$ cat config.mk
export PLATFORM = sky130hd
export DESIGN_NAME = snakes_and_ladders_game
export DESIGN_NICKNAME = d
export VERILOG_FILES = /design/src/rtl/snl_pkg.sv /design/src/rtl/snl_board_map.sv /design/src/rtl/snakes_and_ladders_game.sv
export SDC_FILE = /design/constraint.sdc
export NUM_CORES = 1
export LEC_CHECK = 0
export CAP_MARGIN = 20
export CORE_MARGIN = 5
export CORE_UTILIZATION = 35
export DETAILED_ROUTE_END_ITERATION = 12
export GPL_TIMING_DRIVEN = 0
export PLACE_DENSITY = 0.58
export SLEW_MARGIN = 0
export SYNTH_ARGS = -nofsm -noshare
export SYNTH_HDL_FRONTEND = slang
export SYNTH_SLANG_ARGS = --single-unit
export TNS_END_PERCENT = 30
$ cat constraint.sdc
create_clock -name clk -period 4.2 [get_ports clk]
set_clock_uncertainty 0.2 [all_clocks]
set_input_delay 0.84 -clock clk [delete_from_list [all_inputs] [get_ports clk]]
set_output_delay 0.84 -clock clk [all_outputs]
set_load 0.01 [all_outputs]
$ cat src/rtl/snl_pkg.sv
// Shared constants, types and the snake/ladder table for the two-player
// snakes and ladders game core.
package snl_pkg;

  localparam int unsigned POS_W    = 7;
  localparam int unsigned SUM_W    = 8;
  localparam int unsigned DICE_W   = 3;
  localparam int unsigned WIN_POS  = 100;
  localparam int unsigned DICE_MAX = 6;
  localparam int unsigned N_JUMPS  = 16;

  typedef logic [POS_W-1:0] pos_t;

  typedef enum logic {
    PLAYER_2 = 1'b0,
    PLAYER_1 = 1'b1
  } player_e;

  // Ladders first, then snakes; no destination is also a source.
  localparam pos_t JUMP_SRC [N_JUMPS] = '{
    7'd4,  7'd9,  7'd20, 7'd28, 7'd40, 7'd51, 7'd63, 7'd71,
    7'd17, 7'd54, 7'd62, 7'd64, 7'd87, 7'd93, 7'd95, 7'd99
  };

  localparam pos_t JUMP_DST [N_JUMPS] = '{
    7'd14, 7'd31, 7'd38, 7'd84, 7'd59, 7'd67, 7'd81, 7'd91,
    7'd7,  7'd34, 7'd19, 7'd60, 7'd24, 7'd73, 7'd75, 7'd78
  };

  function automatic pos_t board_map(input pos_t square);
    pos_t result;
    result = square;
    for (int unsigned i = 0; i < N_JUMPS; i++) begin
      if (square == JUMP_SRC[i]) result = JUMP_DST[i];
    end
    return result;
  endfunction

endpackage

$ cat src/rtl/snl_board_map.sv
// Combinational square remap: applies a single snake or ladder, if any.
module snl_board_map
  import snl_pkg::*;
(
  input  logic [POS_W-1:0] square,
  output logic [POS_W-1:0] mapped_c
);

  always_comb mapped_c = board_map(square);

endmodule

$ cat src/rtl/snakes_and_ladders_game.sv
// Two-player snakes and ladders core: free-running dice, roll edge detect,
// exact-landing moves with board remap, and a win freeze.
module snakes_and_ladders_game
  import snl_pkg::*;
(
  input  logic              clk,
  input  logic              reset,
  input  logic              roll,
  input  logic              player_switch,
  output logic [POS_W-1:0]  position1,
  output logic [POS_W-1:0]  position2,
  output logic              win1,
  output logic              win2,
  output logic [DICE_W-1:0] dice
);

  logic              roll_q;
  logic              frozen;
  logic              move_en;
  player_e           player;
  logic [POS_W-1:0]  cur_pos;
  logic [SUM_W-1:0]  sum;
  logic [POS_W-1:0]  mapped;
  logic [POS_W-1:0]  pos1_d;
  logic [POS_W-1:0]  pos2_d;
  logic [DICE_W-1:0] dice_d;

  assign win1 = (position1 == POS_W'(WIN_POS));
  assign win2 = (position2 == POS_W'(WIN_POS));

  // Candidate move for the selected player; overshooting the last square is a no-op.
  always_comb begin
    player  = player_e'(player_switch);
    cur_pos = (player == PLAYER_1) ? position1 : position2;
    sum     = SUM_W'(cur_pos) + SUM_W'(dice);
    frozen  = win1 | win2;
    move_en = roll & ~roll_q & ~frozen & (sum <= SUM_W'(WIN_POS));
  end

  snl_board_map u_board_map (
    .square   (sum[POS_W-1:0]),
    .mapped_c (mapped)
  );

  always_comb begin
    pos1_d = position1;
    pos2_d = position2;
    dice_d = (dice == DICE_W'(DICE_MAX)) ? DICE_W'(1) : dice + DICE_W'(1);
    if (move_en) begin
      if (player == PLAYER_1) pos1_d = mapped;
      else                    pos2_d = mapped;
    end
  end

  always_ff @(posedge clk or posedge reset) begin
    if (reset) begin
      position1 <= '0;
      position2 <= '0;
      dice      <= DICE_W'(1);
      roll_q    <= 1'b0;
    end else begin
      position1 <= pos1_d;
      position2 <= pos2_d;
      dice      <= dice_d;
      roll_q    <= roll;
    end
  end

endmodule

==> results of run 1 <==
power breakdown:
group / leakage, nW / internal, mW / switching [mW]
clock: 0.0288 / 0.0833 / 0.0569
sequential: 0.217 / 0.239 / 0.0848
combinational: 0.581 / 0.556 / 0.699
synthesized netlist by cell type, types with 3 or more instances:
| library cell | instances | share of area |
|---|---|---|
| sky130_fd_sc_hd__a211oi_1 | 3 | 0.013 |
| sky130_fd_sc_hd__a21oi_1 | 6 | 0.017 |
| sky130_fd_sc_hd__a21oi_2 | 3 | 0.015 |
| sky130_fd_sc_hd__a31oi_1 | 7 | 0.025 |
| sky130_fd_sc_hd__and3_1 | 4 | 0.015 |
| sky130_fd_sc_hd__buf_4 | 3 | 0.013 |
| sky130_fd_sc_hd__dfrtp_1 | 17 | 0.25 |
| sky130_fd_sc_hd__ha_1 | 3 | 0.022 |
| sky130_fd_sc_hd__inv_1 | 4 | 0.0087 |
| sky130_fd_sc_hd__mux2_2 | 3 | 0.020 |
| sky130_fd_sc_hd__mux2_4 | 6 | 0.052 |
| sky130_fd_sc_hd__mux2i_1 | 3 | 0.017 |
| sky130_fd_sc_hd__nand2_1 | 18 | 0.039 |
| sky130_fd_sc_hd__nand3_1 | 7 | 0.020 |
| sky130_fd_sc_hd__nor2_1 | 14 | 0.031 |
| sky130_fd_sc_hd__nor3_1 | 5 | 0.015 |
| sky130_fd_sc_hd__nor4_1 | 5 | 0.018 |
| sky130_fd_sc_hd__o21ai_0 | 7 | 0.020 |
| sky130_fd_sc_hd__o21ai_1 | 3 | 0.0087 |
| sky130_fd_sc_hd__o22ai_1 | 5 | 0.018 |
| sky130_fd_sc_hd__xnor2_1 | 3 | 0.015 |
stage by stage:
step	setup WS, ns	hold WS [ns]	total power [mW]	TNS, ns
4_1_cts	0.0478	0.297	1.68	0
6_report	0.0561	0.290	1.72	0
2_1_floorplan	0.0409	0.274	1.09	0
5_1_grt	-0.0668	0.309	1.84	-0.378
3_3_place_gp	-0.520	0.270	1.46	-5.22
3_5_place_dp	-0.516	0.281	1.46	-5.20
flip-flops by register name, indices dropped and copies added, names as in the netlist:
| register | cells |
|---|---|
| dice | 3 |
| position2 | 7 |
| position1 | 7 |
| roll_q | 1 |
layout make-up:
cell class                 count  area (um2)
buffer                        10        71.3
clock buffer                   4        55.1
fill                         479        2600
inverter                       4        15.0
multi-input combinational    156        1270
sequential                    18         452
tap                           67        83.8
timing repair buffer          21         210
final timing paths:
path	start	endpoint	slack (ns)	cells past startpoint
setup / recovery	player_switch	position2[0]	0.06	13
hold / removal	dice[0]	dice[0]	0.29	1
setup reg to reg	position2[0]	position2[0]	0.60	11
hold reg to reg	dice[0]	dice[0]	0.29	1
max in group asynchronous	reset	position2[4]	2.56	2
min in group asynchronous	reset	position2[2]	0.79	2
layer usage:
| layer | track usage | wire length, um | share of wire |
|---|---|---|---|
| met5 | 0 | 0 | 0 |
| met4 | 0.0169 | 12 | 0.0024 |
| met3 | 0.0280 | 213 | 0.043 |
| met2 | 0.254 | 2350 | 0.47 |
| met1 | 0.234 | 2410 | 0.48 |
repair_timing:
item,4_1_cts,5_1_grt
endpoints found under the setup margin,10,10
setup buffers,0,0
gates cloned,0,0
pin swaps,0,1
resized for setup,12,7
endpoints found under the hold margin,0,0
cell families after synthesis:
group | synth area share
muxes | 0.117
and+or+nand+nor | 0.234
DFF | 0.263
buffers and inverters | 0.0481
adders and majority gates | 0.0335
xor gates and xnor gates | 0.0612
AOI/OAI and AO/OA | 0.243
worst reg2reg max path, delay by kind of cell (launching register included):
family | cells | cell delay, ns
simple gates | 2 | 0.70
xor+xnor | 1 | 0.22
buf+inv | 2 | 0.31
fa+ha+maj | 2 | 0.59
compound gates | 2 | 0.58
flops | 1 | 0.40
mux | 2 | 0.48
==> impl_results.rst, run 1 <==
.. list-table::
   :header-rows: 1

   * - Metric
     - Value
   * - Asr flop ratio synth
     - 1.00
   * - PortBufs
     - 21
   * - Number of violations of the max-capacitance limit
     - 0
   * - Die Y-Extent
     - around 80 um
   * - Syn_area_per_cell
     - a little over 9 um2
   * - Final worst-path cycle share
     - 0.987
   * - Count of placed standard cells including taps
     - roughly 280
   * - Floorplan die area
     - 6410 um2
   * - Unrepaired setup endpoints after global routing
     - yes
   * - Cell family with the largest share of critical-path delay
     - buffers and inverters
   * - Remaining antenna violation count
     - 0
   * - Post-cts hold buffer count
     - 0
   * - Share of layout cells above drive strength 1
     - 0.225
   * - Max transition margin
     - 0.535
   * - Wire length of the first global-routing pass
     - around 8000 um
   * - Source-to-sink clock delay at the later pin of the worst-skew pair
     - ~0.25 ns
   * - Maximum fanout count along the critical path
     - 10
   * - Cell count after synthesis
     - about 190
   * - Cell Area, Synth
     - roughly 1700 um2
   * - Number of buffer and inverter instances along the worst setup path
     - 5
   * - Number of synthesized register bits
     - 18
   * - Number of violations reported at the end of detailed-routing iteration 0
     - about 150
   * - Final Instance Count excl. Fillers
     - 280
   * - Half-perimeter wire length after detailed placement
     - about 3900 um
   * - Combined global-route utilization of all metal layers
     - 0.160
   * - Crit-path max cell delay
     - 0.47 ns
   * - CP startpoint kind
     - primary input
   * - Portion of the post-synthesis area used by sequential elements
     - 0.263
   * - Setup crit end kind
     - flop
   * - Maximum number of pins on one net before global-route repair
     - 19
   * - Kind of path behind the tightest hold check
     - reg2reg
   * - Number of antenna violations at the first check in global routing
     - 0
   * - Total number of clock tree sinks
     - 18
   * - Cts bufs inserted
     - 3
   * - Detailed Route WL
     - about 5000 um
   * - Synth warn
     - 0
   * - Slew at the pin closest to its max-slew limit
     - roughly 0.7 ns
   * - Final hold vios
     - 0
   * - Placer Congestion
     - 0.874
   * - Antenna Diode Count
     - 0
   * - Count of unresolved DRC violations after routing
     - 0
   * - CTS tree
     - done
   * - # setup viols final
     - 0
   * - Distinct cell type count after synthesis
     - 69
   * - Final std cell area, no fill
     - around 2200 um2
   * - Initial standard-cell utilization of the core
     - 0.361
   * - Critical Path Slowest Stage Cell
     - sky130_fd_sc_hd__or4_1
   * - Final period demand of the worst path
     - just over 4 ns
   * - Layout Utilization
     - 0.454
   * - Max Buffers Root-to-Sink
     - 2
   * - Critical path required time
     - ~4.1 ns
   * - GR Overflow Total
     - 0
   * - Via count of the first global-routing pass
     - 1522
   * - Clock-pin slew of the registers on the worst-case setup and hold paths
     - 0.07 ns
   * - Max Fclk
     - between 200 and 250 MHz
   * - Leading cell type in the layout, fill and taps excluded
     - sky130_fd_sc_hd__clkdlybuf4s50_1
   * - Routed vias/inst
     - about 5.7
   * - Drt wl/cell
     - 17.8 um
   * - Static leakage
     - 0.827 nW
   * - Number of vias after detailed routing
     - 1603
   * - Root Buffer
     - sky130_fd_sc_hd__clkbuf_8
   * - Number of synthesized flops with an enable pin
     - 0
   * - Area after detailed placement
     - between 2000 and 2500 um2
   * - CTS HTree Levels
     - 1
   * - Class of the most critical setup path
     - in2reg
   * - Worst vdd rail ir drop
     - a little under 300 uV
   * - Post-Synthesis Net Count
     - about 200
   * - Final-report max-slew violation count
     - 0
   * - Number of top-level pins
     - 23
   * - Number of placement rows
     - 25
   * - Arrival time of data at the critical path endpoint
     - 4.09 ns
   * - Most frequent cells in the layout
     - 21 x sky130_fd_sc_hd__clkdlybuf4s50_1, 18 x sky130_fd_sc_hd__nand2_1, 17 x sky130_fd_sc_hd__dfrtp_1
   * - DRT Pass-1 Iters
     - 4
   * - Top flip-flop cell by instance count after synthesis
     - sky130_fd_sc_hd__dfrtp_1
   * - Width of the die
     - ~80 um
   * - Net count, final
     - roughly 220
   * - Core outline area
     - approximately 4800 um2
   * - Run status
     - finished clean
   * - Area grow syn2layout
     - 25.6%
   * - Worst path cell trace
     - buf_6 > buf_4 > mux2_2 > ha_1 > buf_4 > a21oi_2 > or4_1 > buf_2 > xnor2_1 > o41a_2 > and3b_2 > buf_6 > mux2_4
   * - Total power density per cell area
     - between 700 and 800 nW/um2
Power figures use the tool's default switching activity.
==> run 2: changes to the inputs <==
Settings changed: CORE_MARGIN 5 to 2, CORE_UTILIZATION 35 to 40, PLACE_DENSITY 0.58 to 0.64, SETUP_SLACK_MARGIN set to 0.1.
==> run 2 against run 1 <==
Against the previous run: worst setup slack improved by 0.11 ns; via count increased by 6.2%; flip-flop and latch count is the same; sequential share of layout area fell by 1.7 points; combinational power up 14%; global-route usage is 5.3 points higher; critical path type unchanged.
==> impl_results.rst, run 2 (synthesized netlist as in run 1, its figures left out) <==
.. list-table::
   :header-rows: 1

   * - Metric
     - Value
   * - Total number of clock tree sinks
     - 18 (unchanged)
   * - Slew at the pin closest to its max-slew limit
     - 0.680 ns (-0.0170 ns)
   * - Final-report max-slew violation count
     - 0 (unchanged)
   * - Floorplan die area
     - 4840 um2 (-25%)
   * - Class of the most critical setup path
     - in2reg
   * - Critical path required time
     - 4.15 ns (about the same)
   * - Layout Utilization
     - 0.578 (+0.125)
   * - Regs by FF count
     - position1 x7, position2 x7, dice x3
   * - CP startpoint kind
     - primary input
   * - DRT Pass-1 Iters
     - 4 (unchanged)
   * - Final worst-path cycle share
     - 0.960 (-0.0270)
   * - Total power density per cell area
     - 814 nW/um2 (+2.2%)
   * - Critical Path Slowest Stage Cell
     - sky130_fd_sc_hd__fa_2
   * - Max Fclk
     - 248 MHz (+2.8%)
   * - Count of placed standard cells including taps
     - 259 (-6.2%)
   * - Placer Congestion
     - 0.931 (+6.4%)
   * - Root Buffer
     - sky130_fd_sc_hd__clkbuf_8
   * - Final std cell area, no fill
     - 2350 um2 (+8.8%)
   * - Number of placement rows
     - 23 (-8.0%)
   * - Antenna Diode Count
     - 0 (unchanged)
   * - Remaining antenna violation count
     - 0 (unchanged)
   * - Setup crit end kind
     - flop
   * - Routed vias/inst
     - 6.28 (+9.8%)
   * - CTS HTree Levels
     - 1 (unchanged)
   * - Half-perimeter wire length after detailed placement
     - 3880 um (-0.28%)
   * - Kind of path behind the tightest hold check
     - reg2reg
   * - Static leakage
     - 0.908 nW (+9.8%)
   * - Post-cts hold buffer count
     - 0 (unchanged)
   * - Worst vdd rail ir drop
     - 330 uV (+14%)
   * - Clock-pin slew of the registers on the worst-case setup and hold paths
     - 0.07 ns (about the same)
   * - Number of vias after detailed routing
     - 1703 (+6.2%)
   * - Via count of the first global-routing pass
     - 1619 (+6.4%)
   * - Worst path cell trace
     - buf_6 > buf_8 > mux2_2 > ha_4 > fa_2 > xor2_4 > buf_4 > nor3_1 > o21ai_0 > a2111o_1 > o311ai_0 > a21oi_1 > mux2_4
   * - # setup viols final
     - 0 (unchanged)
   * - Count of unresolved DRC violations after routing
     - 0 (unchanged)
   * - GR Overflow Total
     - 0 (unchanged)
   * - Most frequent cells in the layout
     - 21 x sky130_fd_sc_hd__clkdlybuf4s50_1, 18 x sky130_fd_sc_hd__nand2_1, 17 x sky130_fd_sc_hd__dfrtp_1
   * - Width of the die
     - 69.5 um (-13%)
   * - Drt wl/cell
     - 19.2 um (+8.0%)
   * - Leading cell type in the layout, fill and taps excluded
     - sky130_fd_sc_hd__clkdlybuf4s50_1
   * - CTS tree
     - done
   * - Wire length of the first global-routing pass
     - 8220 um (+2.7%)
   * - Worst slack, placed
     - -0.318 ns (+0.199 ns)
   * - Arrival time of data at the critical path endpoint
     - 3.98 ns (-0.11 ns)
   * - Run status
     - finished clean
   * - Core outline area
     - 4060 um2 (-15%)
   * - Number of top-level pins
     - 23 (unchanged)
   * - Die Y-Extent
     - 69.5 um (-13%)
   * - Maximum fanout count along the critical path
     - 9 (-1)
   * - Final Instance Count excl. Fillers
     - 271 (-3.2%)
   * - Detailed Route WL
     - 5200 um (+4.5%)
   * - Final hold vios
     - 0 (unchanged)
   * - Number of violations reported at the end of detailed-routing iteration 0
     - 127 (-16%)
   * - Net count, final
     - 230 (+3.6%)
   * - Combined global-route utilization of all metal layers
     - 0.213 (+0.0530)
   * - Area grow syn2layout
     - 36.6%
   * - Filler Cells Inserted
     - 340 (-29%)
   * - Cell family with the largest share of critical-path delay
     - compound AO/OA/AOI/OAI gates
   * - Area after detailed placement
     - 2010 um2 (about the same)
   * - Unrepaired setup endpoints after global routing
     - no
   * - Max Buffers Root-to-Sink
     - 2 (unchanged)
   * - Number of violations of the max-capacitance limit
     - 0 (unchanged)
   * - Final period demand of the worst path
     - 4.03 ns (-0.113 ns)
   * - Max transition margin
     - 0.533 (-0.00113)
   * - Maximum number of pins on one net before global-route repair
     - 19 (unchanged)
   * - Initial standard-cell utilization of the core
     - 0.423 (+0.0621)
   * - Share of layout cells above drive strength 1
     - 0.299 (+0.0733)
   * - Final worst slack
     - 0.169 ns (+0.113 ns)
   * - Number of antenna violations at the first check in global routing
     - 0 (unchanged)
   * - PortBufs
     - 21 (unchanged)
   * - Source-to-sink clock delay at the later pin of the worst-skew pair
     - 0.26 ns (about the same)
   * - Crit-path max cell delay
     - 0.49 ns (+0.02 ns)
   * - Number of buffer and inverter instances along the worst setup path
     - 3 (-2)
   * - Cts bufs inserted
     - 3 (unchanged)
run 2: cell count changes in the layout (fill, tap and decap cells not counted), sizes merged:
cell    before  now
clkbuf       6    7
buf          8   15
run 2: where the power goes:
| part | total [mW] | internal [mW] | switching, mW | leakage (nW) |
|---|---|---|---|---|
| clock | 0.147 | 0.0836 | 0.0639 | 0.0288 |
| sequential | 0.330 | 0.238 | 0.0919 | 0.217 |
| combinational | 1.43 | 0.656 | 0.776 | 0.662 |
run 2: layer usage:
metal	GRT usage	wire (um)
met2	0.332	2450
met5	0	0
met3	0.0392	360
met4	0.0850	192
met1	0.291	2210
run 2: final timing paths:
path                               startpoint      endpoint  slack [ns]  cells after the start
worst min register to register        dice[0]       dice[0]        0.30                      1
max in group asynchronous               reset  position1[4]        2.59                      2
min in group asynchronous               reset       dice[2]        0.78                      2
worst max-delay path            player_switch  position2[0]        0.17                     13
worst max register to register   position1[0]  position2[0]        0.65                     11
worst min-delay path                  dice[0]       dice[0]        0.30                      1
run 2: what timing repair did:
action | in CTS | in global routing
pin swaps | 2 | 8
buffers inserted | 0 | 8
endpoints found under the setup margin | 9 | 14
gates cloned | 0 | 0
gates resized for setup | 5 | 33
hold endpoints to repair | 0 | 0
run 2: final cells by class:
| class | count | area, um2 | share of cell area |
|---|---|---|---|
| Buffer | 10 | 95.1 | 0.0405 |
| Inverter | 4 | 15.0 | 0.00640 |
| Sequential cell | 18 | 452 | 0.192 |
| Timing Repair Buffer | 29 | 283 | 0.120 |
| Multi-Input combinational cell | 156 | 1390 | 0.590 |
| Tap cell | 50 | 62.6 | 0.0267 |
| Clock buffer | 4 | 55.1 | 0.0235 |
run 2: stage by stage:
stage | power [mW] | setup TNS (ns) | hold slack [ns]
final | 1.91 | 0 | 0.304
after global routing | 2.02 | 0 | 0.332
after CTS | 1.67 | 0 | 0.300
after detailed placement | 1.49 | -3.04 | 0.280
after global placement | 1.47 | -2.04 | 0.269
after floorplan | 1.11 | 0 | 0.274
